File: src/rtl/bus_pkg.sv
// Shared definitions for the 8-slot system bus: device IDs, control bits,
// address-map fields, arbiter states and the fixed-priority pick.
package bus_pkg;

    localparam int unsigned D_WIDTH     = 32;
    localparam int unsigned C_WIDTH     = 8;
    localparam int unsigned NUM_DEVICES = 8;
    localparam int unsigned ID_W        = 3;

    localparam logic [ID_W-1:0] RAM_BUS_ID   = 3'd0;
    localparam logic [ID_W-1:0] ROM_BUS_ID   = 3'd1;
    localparam logic [ID_W-1:0] VGA_BUS_ID   = 3'd2;
    localparam logic [ID_W-1:0] PS2_BUS_ID   = 3'd3;
    localparam logic [ID_W-1:0] ACP_BUS_ID   = 3'd4;
    localparam logic [ID_W-1:0] SPARE_BUS_ID = 3'd5;
    localparam logic [ID_W-1:0] UART_BUS_ID  = 3'd6;
    localparam logic [ID_W-1:0] CPU_BUS_ID   = 3'd7;

    localparam int unsigned CTRL_START = 0;
    localparam int unsigned CTRL_WRITE = 1;

    // Address layout: [31:27] must be zero, [26:24] carry the target ID.
    localparam int unsigned ADDR_ID_LSB   = 24;
    localparam int unsigned ADDR_ID_MSB   = 26;
    localparam int unsigned ADDR_ZERO_LSB = 27;
    localparam int unsigned ADDR_TOP_W    = D_WIDTH - ADDR_ID_LSB;

    typedef enum logic [1:0] {
        IDLE,
        GRANT,
        XFER
    } bus_state_e;

    // Highest set request bit wins.
    function automatic logic [ID_W-1:0] highest_req(input logic [NUM_DEVICES-1:0] r);
        logic [ID_W-1:0] id;
        id = '0;
        for (int i = 0; i < int'(NUM_DEVICES); i++) begin
            if (r[i]) id = ID_W'(i);
        end
        return id;
    endfunction

endpackage

File: src/rtl/bus_address_translator.sv
// Single source of the bus address map: top address byte -> {valid, slave ID}.
module bus_address_translator
    import bus_pkg::*;
(
    input  logic [ADDR_TOP_W-1:0] addr_top,
    output logic                  valid,
    output logic [ID_W-1:0]       id
);

    assign id = addr_top[ADDR_ID_MSB-ADDR_ID_LSB:0];

    // The spare slot has no slave behind it, so it decodes as unmapped.
    assign valid = (addr_top[ADDR_TOP_W-1:ADDR_ZERO_LSB-ADDR_ID_LSB] == '0) &&
                   (id != SPARE_BUS_ID);

endmodule

File: src/rtl/bus_controller.sv
// Arbiter and data/control crossbar for the 8-slot system bus.
// Define BUS_ROUND_ROBIN_EN for round-robin arbitration (default: fixed priority).
module bus_controller
    import bus_pkg::*;
(
    input  logic                   clk,
    input  logic                   reset,
    input  logic [NUM_DEVICES-1:0] req,
    output logic [NUM_DEVICES-1:0] ack,
    input  logic [D_WIDTH-1:0]     bus_in_0,
    input  logic [D_WIDTH-1:0]     bus_in_1,
    input  logic [D_WIDTH-1:0]     bus_in_2,
    input  logic [D_WIDTH-1:0]     bus_in_3,
    input  logic [D_WIDTH-1:0]     bus_in_4,
    input  logic [D_WIDTH-1:0]     bus_in_5,
    input  logic [D_WIDTH-1:0]     bus_in_6,
    input  logic [D_WIDTH-1:0]     bus_in_7,
    input  logic [C_WIDTH-1:0]     ctrl_in_0,
    input  logic [C_WIDTH-1:0]     ctrl_in_1,
    input  logic [C_WIDTH-1:0]     ctrl_in_2,
    input  logic [C_WIDTH-1:0]     ctrl_in_3,
    input  logic [C_WIDTH-1:0]     ctrl_in_4,
    input  logic [C_WIDTH-1:0]     ctrl_in_5,
    input  logic [C_WIDTH-1:0]     ctrl_in_6,
    input  logic [C_WIDTH-1:0]     ctrl_in_7,
    output logic [D_WIDTH-1:0]     bus_out,
    output logic [C_WIDTH-1:0]     ctrl_out
);

    logic [D_WIDTH-1:0] bus_arr  [NUM_DEVICES];
    logic [C_WIDTH-1:0] ctrl_arr [NUM_DEVICES];

    bus_state_e            state;
    logic [ID_W-1:0]       master;
    logic [ID_W-1:0]       winner;
    logic [ADDR_TOP_W-1:0] master_addr_top;
    logic                  addr_valid;
    logic [ID_W-1:0]       addr_id;

    assign bus_arr  = '{bus_in_0, bus_in_1, bus_in_2, bus_in_3,
                        bus_in_4, bus_in_5, bus_in_6, bus_in_7};
    assign ctrl_arr = '{ctrl_in_0, ctrl_in_1, ctrl_in_2, ctrl_in_3,
                        ctrl_in_4, ctrl_in_5, ctrl_in_6, ctrl_in_7};

    assign master_addr_top = bus_arr[master][D_WIDTH-1:ADDR_ID_LSB];

    bus_address_translator u_addr_xlat (
        .addr_top (master_addr_top),
        .valid    (addr_valid),
        .id       (addr_id)
    );

`ifdef BUS_ROUND_ROBIN_EN
    logic [ID_W-1:0] rr_ptr;

    // Search upward from the slot after the last granted master.
    always_comb begin
        logic            found;
        logic [ID_W-1:0] idx;
        winner = rr_ptr;
        found  = 1'b0;
        idx    = '0;
        for (int k = 1; k <= int'(NUM_DEVICES); k++) begin
            idx = rr_ptr + ID_W'(k);
            if (!found && req[idx]) begin
                winner = idx;
                found  = 1'b1;
            end
        end
    end
`else
    assign winner = highest_req(req);
`endif

    // Arbiter FSM; ack is the registered grant/select vector.
    always_ff @(posedge clk) begin
        if (reset) begin
            state  <= IDLE;
            ack    <= '0;
            master <= '0;
`ifdef BUS_ROUND_ROBIN_EN
            rr_ptr <= '0;
`endif
        end else begin
            case (state)
                IDLE: begin
                    if (|req) begin
                        master <= winner;
                        ack    <= NUM_DEVICES'(1) << winner;
                        state  <= GRANT;
`ifdef BUS_ROUND_ROBIN_EN
                        rr_ptr <= winner;
`endif
                    end
                end
                GRANT: begin
                    // Release takes precedence over a coincident START.
                    if (!req[master]) begin
                        ack   <= '0;
                        state <= IDLE;
                    end else if (ctrl_arr[master][CTRL_START] && addr_valid &&
                                 (addr_id != master)) begin
                        ack[addr_id] <= 1'b1;
                        state        <= XFER;
                    end
                end
                XFER: begin
                    if (!req[master]) begin
                        ack   <= '0;
                        state <= IDLE;
                    end
                end
                default: begin
                    ack   <= '0;
                    state <= IDLE;
                end
            endcase
        end
    end

    // Shared bus is the OR of every acknowledged device's outputs.
    always_comb begin
        bus_out  = '0;
        ctrl_out = '0;
        for (int i = 0; i < int'(NUM_DEVICES); i++) begin
            if (ack[i]) begin
                bus_out  = bus_out | bus_arr[i];
                ctrl_out = ctrl_out | ctrl_arr[i];
            end
        end
    end

endmodule

File: config.mk
export PLATFORM = sky130hd
export DESIGN_NAME = bus_controller
export DESIGN_NICKNAME = d
export VERILOG_FILES = /design/src/rtl/bus_pkg.sv /design/src/rtl/bus_address_translator.sv /design/src/rtl/bus_controller.sv
export SDC_FILE = /design/constraint.sdc
export NUM_CORES = 1
export LEC_CHECK = 0
export CAP_MARGIN = 20
export CORE_AREA = 3 3 147 149
export CTS_CLUSTER_DIAMETER = 150
export CTS_CLUSTER_SIZE = 10
export DETAILED_ROUTE_END_ITERATION = 6
export DIE_AREA = 0 0 150 152
export REMOVE_ABC_BUFFERS = 1
export SYNTH_ARGS = -nofsm -noshare
export SYNTH_HDL_FRONTEND = slang
export SYNTH_SLANG_ARGS = --single-unit
File: constraint.sdc
create_clock -name clk -period 3.9 [get_ports clk]
set_input_delay 0.39 -clock clk [delete_from_list [all_inputs] [get_ports clk]]
set_output_delay 0.39 -clock clk [all_outputs]
set_load 0.01 [all_outputs]
==> results of run 1 <==
state kept, by name, summed over array words and instances, names as in the netlist:
signal and cells:
master 3, state 2, ack 8
logic make-up (layout without fill, tap and decap cells):
| logic type | after synthesis | count (layout) | synth area share [%] |
|---|---|---|---|
| buffers and inverters | 59 | 407 | 7.802 |
| other | 0 | 1 | 0 |
| DFF | 13 | 13 | 8.497 |
| AOI/OAI and AO/OA | 208 | 208 | 52.37 |
| and+or+nand+nor | 104 | 104 | 19.00 |
| muxes | 24 | 24 | 12.34 |
worst max-delay path: stages, from the launching register on:
cell,delay (ns)
dfxtp_1,0.69
mux4_2,0.60
mux2i_1,0.26
o32ai_2,0.15
a221oi_4,0.49
a21oi_2,0.15
a2111oi_2,0.36
cell usage in the layout, fill, tap and decap left out, types with 6 or more instances in the layout:
master,netlist,final
a211oi_1,13,13
mux4_2,10,10
mux2i_1,9,9
nand2_1,6,6
nor2_1,25,25
a21oi_1,7,7
nand4_1,41,41
inv_1,9,9
nor4_1,6,6
clkdlybuf4s50_1,0,377
a22oi_1,163,163
dfxtp_2,0,8
buf_4,1,16
path summary, 6_finish.rpt:
kind                                             start               endpoint  cells past startpoint
worst max-delay path            master[1]$_SDFFE_PP0P_    ack[1]$_SDFFE_PP0P_                      6
worst min-delay path             state[0]$_SDFFE_PP0P_  state[0]$_SDFFE_PP0P_                      2
worst max register to register  master[1]$_SDFFE_PP0P_    ack[1]$_SDFFE_PP0P_                      6
worst min register to register   state[0]$_SDFFE_PP0P_  state[0]$_SDFFE_PP0P_                      2
where the power goes:
part / switching, mW / internal, mW / total [mW] / leakage [nW]
registers: 0.0998 / 0.146 / 0.246 / 0.110
logic: 0.443 / 0.697 / 1.14 / 2.22
clock network: 0.0574 / 0.138 / 0.195 / 0.0382
stage by stage:
stage / setup WS, ns / utilization, % / std cells
CTS: 1.020 / 35.38 / 1026
global route: 0.7830 / 35.39 / 1027
global placement: 0.9849 / 34.99 / 1022
detailed placement: 0.9468 / 34.99 / 1022
floorplan: 1.084 / - / 359
finish: 1.082 / 35.39 / 1027
layout make-up:
type	instances	area [um^2]
fillers	2108	13120
repair buffers	393	3894
multi-input cells	336	2564
well taps	270	337.8
flip-flops and latches	13	270.3
clock buffers	4	78.83
inverters	10	37.54
diodes	1	2.502
metal layers:
layer	global-route usage (%)	share of wire (%)
met3	4.141	9.7
met2	34.61	50
met4	3.224	1.5
met1	24.09	39
met5	0	0
==> summary.txt, run 1 <==
Run status
  – Status: finished clean

Synthesis
  – Syn. warnings: 0
  – Syn Std Cell Area: 3063 um^2
  – Sequential area share after synthesis: 8.497%
  – Synth area leader: a22oi_1
  – Top post-synthesis cells by area: a22oi_1, dfxtp_1, nand4_1
  – Primary FF master, synth: dfxtp_1
  – Most instantiated library cell after synthesis: a22oi_1
  – Post-Syn Instances: 408
  – Unique masters post-synth: 50
  – Number of synthesized flops with an enable pin: 0
  – Yosys top cell area share: 39.95%
  – Post-synth top cells: a22oi_1, clkbuf_1, nand4_1
  – Avg Synthesized Cell Area: 7.507 um^2
  – Post-synth ARST share: 0%
  – Yosys reg bits: 13

Timing
  – Final period utilization: 72.25%
  – Worst-margin pin slew: 1.052 ns
  – FMAX: 354.9 MHz
  – Clk_skew: 0.0007178 ns
  – Final Hold Vio Count: 0
  – Hold slack: 0.6071 ns
  – Slew headroom: 29.88%
  – Min Tclk post-route: 2.818 ns
  – Unrepaired setup endpoints after global routing: false
  – Pins Over Slew Limit: 0
  – Setup TNS: 0 ns
  – Final setup violation count: 0

Power and ir drop
  – PwrDens: 220.1 nW/um^2
  – Worst VDD drop: 0.1330 mV
  – Tot Pwr: 1.581 mW
  – Leakage: 2.371 nW

Clock tree
  – H-tree depth: 1
  – Post-CTS resize count: 0
  – Clock-pin slew on the worst setup and hold paths: 0.04 ns
  – Max clock buf depth: 2
  – CTS tree: yes
  – Skew-Pair Late Insertion Delay: 0.24 ns
  – Root Driver: clkbuf_16
  – Sink Count: 13
  – CTS buffer count: 3
  – Post-CTS Setup Inserts: 0
  – # hold bufs at CTS: 0

Floorplan
  – Die Height: 152 um
  – Starting density of the core: 15.09%
  – I/O Pins: 378
  – Die Area: 22800 um^2
  – Core area: 20300 um^2
  – Die width: 150 um
  – FP Rows: 52

Critical path
  – CP Data Required Time: 4.03 ns
  – Worst path arrival time: 2.95 ns
  – Startpoint types: flop
  – CP Class: reg -> reg
  – CP max FO: 11
  – Worst R2R Setup Slack: 1.08 ns
  – Crit end category: flop

Final layout
  – Post-route cell area: 7184 um^2
  – Area Overhead vs Synth: 134.6%
  – Layout cells sized above 1: 6.614%
  – Final #Nets: 1087

Global route
  – Vias in the first global route: 5341
  – Initial antenna violation count: 1
  – Gr usage total: 19.37%
  – Largest net degree at the start of global routing: 44
  – First-pass GRT wire length: 34360 um
  – Global route overflow: 0

Routing
  – Vias post-DR: 5286
  – Final ANT Viol Nets: 0
  – Via/cell ratio: 5.147
  – # DRC: 0
  – Drt initial violations: 453
  – DR WL/cell: 23.29 um
  – First-pass iteration count of the detailed router: 5
  – Total Wirelength: 23920 um

Placement
  – Area after DPL: 7103 um^2
  – GP Congestion: 0.9615
  – Port Buffers: 377
  – Post-DP HPWL: 18610 um

Hold path
  – Hold Path Class: reg -> reg

Flow run
  – MaxCap Viol Count: 0
Note: power is estimated with default switching activity, not from simulation.
==> run 2, diff against run 1 <==
- CORE_AREA: 3 3 147 149 -> 3 3 148 150
- DIE_AREA: 0 0 150 152 -> 0 0 151 153
- clock period: 3.9 -> 2.7 ns (I/O delays scaled with it)
==> run 2 against run 1 <==
  * First-iteration DRC count down 13%
  * Via count down 1.6%
  * Combinational power up 54%
  * Total power up 46%
  * Die area up 1.3%
  * Critical path depth unchanged
  * Critical path type unchanged
  * Clock power up 47%
  * Sequential power up 8.5%
  * Sequential cell count unchanged
  * Register-to-register slack worse by 0.91 ns
  * Utilization up 0.16 points
  * Clock-buffer cell count unchanged
==> summary.txt, run 2 (synthesis results as in run 1) <==
Timing
  – Setup TNS: 0 ns
  – Worst-margin pin slew: 0.6178 ns
  – Final period utilization: 93.46%
  – Setup slack after layout: 0.1765 ns
  – FMAX: 396.3 MHz
  – Slew headroom: 58.69%
  – Unrepaired setup endpoints after global routing: false
  – Final Hold Vio Count: 0
  – Min Tclk post-route: 2.523 ns
  – Final setup violation count: 0
  – Pins Over Slew Limit: 0
  – Clk_skew: 0.009394 ns

Power and ir drop
  – PwrDens: 312.7 nW/um^2
  – Leakage: 2.468 nW
  – Tot Pwr: 2.314 mW
  – Worst VDD drop: 0.2091 mV

Global route
  – First-pass GRT wire length: 31820 um
  – Initial antenna violation count: 0
  – Gr usage total: 17.46%
  – Global route overflow: 0
  – Largest net degree at the start of global routing: 44
  – Vias in the first global route: 5413

Clock tree
  – Max clock buf depth: 2
  – Skew-Pair Late Insertion Delay: 0.25 ns
  – Root Driver: clkbuf_16
  – Clock-pin slew on the worst setup and hold paths: 0.05 ns
  – Sink Count: 13
  – CTS tree: yes
  – Post-CTS Setup Inserts: 0
  – H-tree depth: 1
  – CTS buffer count: 3

Routing
  – Via/cell ratio: 4.971
  – Vias post-DR: 5200
  – # DRC: 0
  – Drt initial violations: 392
  – DR WL met2: 11520 um
  – Routed length on met3: 1969 um
  – Max Used Layer: met4
  – Final ANT Viol Nets: 0
  – DR WL/cell: 21.14 um
  – WL met1: 8319 um
  – Total Wirelength: 22110 um
  – First-pass iteration count of the detailed router: 5

Critical path
  – CP Class: reg -> reg
  – CP peak stage delay: 0.54 ns
  – Critical R2R Launch: master[0]$_SDFFE_PP0P_
  – Slowest stage cell, crit path: mux4_2
  – Crit end category: flop
  – Bufs and invs on worst path: 0
  – Crit-path leading delay family: compound AO/OA/AOI/OAI gates
  – Startpoint types: flop
  – R2R depth: 6
  – CP Data Required Time: 2.82 ns
  – CP max FO: 7
  – Worst R2R Setup Slack: 0.18 ns
  – Worst path arrival time: 2.64 ns
  – Cells along the critical path: mux4_2, mux2_4, a2111oi_4, a221oi_4, a21o_1, a2111oi_2
  – Worst r2r dst: ack[6]$_SDFFE_PP0P_

Floorplan
  – I/O Pins: 378
  – Starting density of the core: 14.71%
  – Die Height: 153 um
  – Die Area: 23100 um^2
  – Die width: 151 um
  – FP Rows: 53
  – Core area: 20820 um^2

Placement
  – GP Congestion: 0.8859
  – Setup slack at placement: -0.07400 ns
  – Port Buffers: 377
  – Post-DP HPWL: 17310 um
  – Cells after DPL: 1042

Final layout
  – Area Overhead vs Synth: 141.7%
  – # diodes: 0
  – Max reg flops: 8
  – Post-Route Utilization: 35.55%
  – Leading cell type in the layout, fill and taps excluded: clkdlybuf4s50_1
  – Non-filler cells, final: 1046
  – Most frequent cells in the layout: clkdlybuf4s50_1, a22oi_1, nand4_1
  – Final #Nets: 1102
  – Layout cells sized above 1: 8.560%
  – Largest reg by FF count: ack
  – Largest registers: ack x8, master x3, state x2

Flow run
  – MaxCap Viol Count: 0

Hold path
  – Hold Path End: state[0]$_SDFFE_PP0P_
  – Hold Crit Start: state[0]$_SDFFE_PP0P_
  – Worst hold stages: 2
  – Hold Path Class: reg -> reg

Run status
  – Status: finished clean
## run 2: changes by cell type in the layout (fill, tap and decap cells not counted), sizes merged
cell / change
buf: +15
diode: -1
## run 2: layout make-up
| class | instances | area [um^2] |
|---|---|---|
| clock buffers | 4 | 78.83 |
| repair buffers | 408 | 4106 |
| fillers | 2171 | 13420 |
| well taps | 275 | 344.1 |
| flip-flops and latches | 13 | 271.5 |
| multi-input cells | 336 | 2564 |
| inverters | 10 | 37.54 |
## run 2: worst max path at each step
stage | startpoint | endpoint | slack, ns | depth (start not counted)
after floorplan | master[1]$_SDFFE_PP0P_ | ack[1]$_SDFFE_PP0P_ | -0.12 | 6
after global placement | bus_in_7[26] | ack[1]$_SDFFE_PP0P_ | 0.05 | 7
after detailed placement | bus_in_7[26] | ack[1]$_SDFFE_PP0P_ | -0.07 | 7
after CTS | master[1]$_SDFFE_PP0P_ | ack[1]$_SDFFE_PP0P_ | 0.08 | 6
after global routing | master[2]$_SDFFE_PP0P_ | ack[1]$_SDFFE_PP0P_ | 0.009 | 6
final | master[0]$_SDFFE_PP0P_ | ack[6]$_SDFFE_PP0P_ | 0.18 | 6
## run 2: metrics by stage
| step | cell area (um^2) | hold slack (ns) |
|---|---|---|
| 3_3_place_gp | 7322 | 0.5915 |
| 5_1_grt | 7402 | 0.6192 |
| 3_5_place_dp | 7322 | 0.5900 |
| 6_report | 7402 | 0.6027 |
| 2_1_floorplan | 2861 | 0.3389 |
| 4_1_cts | 7401 | 0.6028 |
## run 2: power breakdown
part | leakage (nW) | internal (mW) | switching, mW | total [mW]
Clock | 0.0382 | 0.200 | 0.0877 | 0.287
Combinational | 2.32 | 1.06 | 0.701 | 1.76
Sequential | 0.110 | 0.212 | 0.0550 | 0.267
Total | 2.47 | 1.47 | 0.844 | 2.31
## run 2: metal layers
metal / vias to the layer above / global-route usage, %
li1: 2472 / -
met1: 2437 / 20.63
met5: - / 0
met2: 269 / 32.90
met4: 0 / 2.850
met3: 22 / 3.113
## run 2: repair_timing
item | in CTS | in global routing
hold endpoints to repair | 0 | 0
gates resized for setup | 0 | 1
setup endpoints to repair | 0 | 2
hold buffers | 0 | 0
## run 2: worst min-delay path, cell delays in order (launching register included)
cell and delay (ns):
dfxtp_1 0.33, inv_1 0.09, o211a_1 0.15
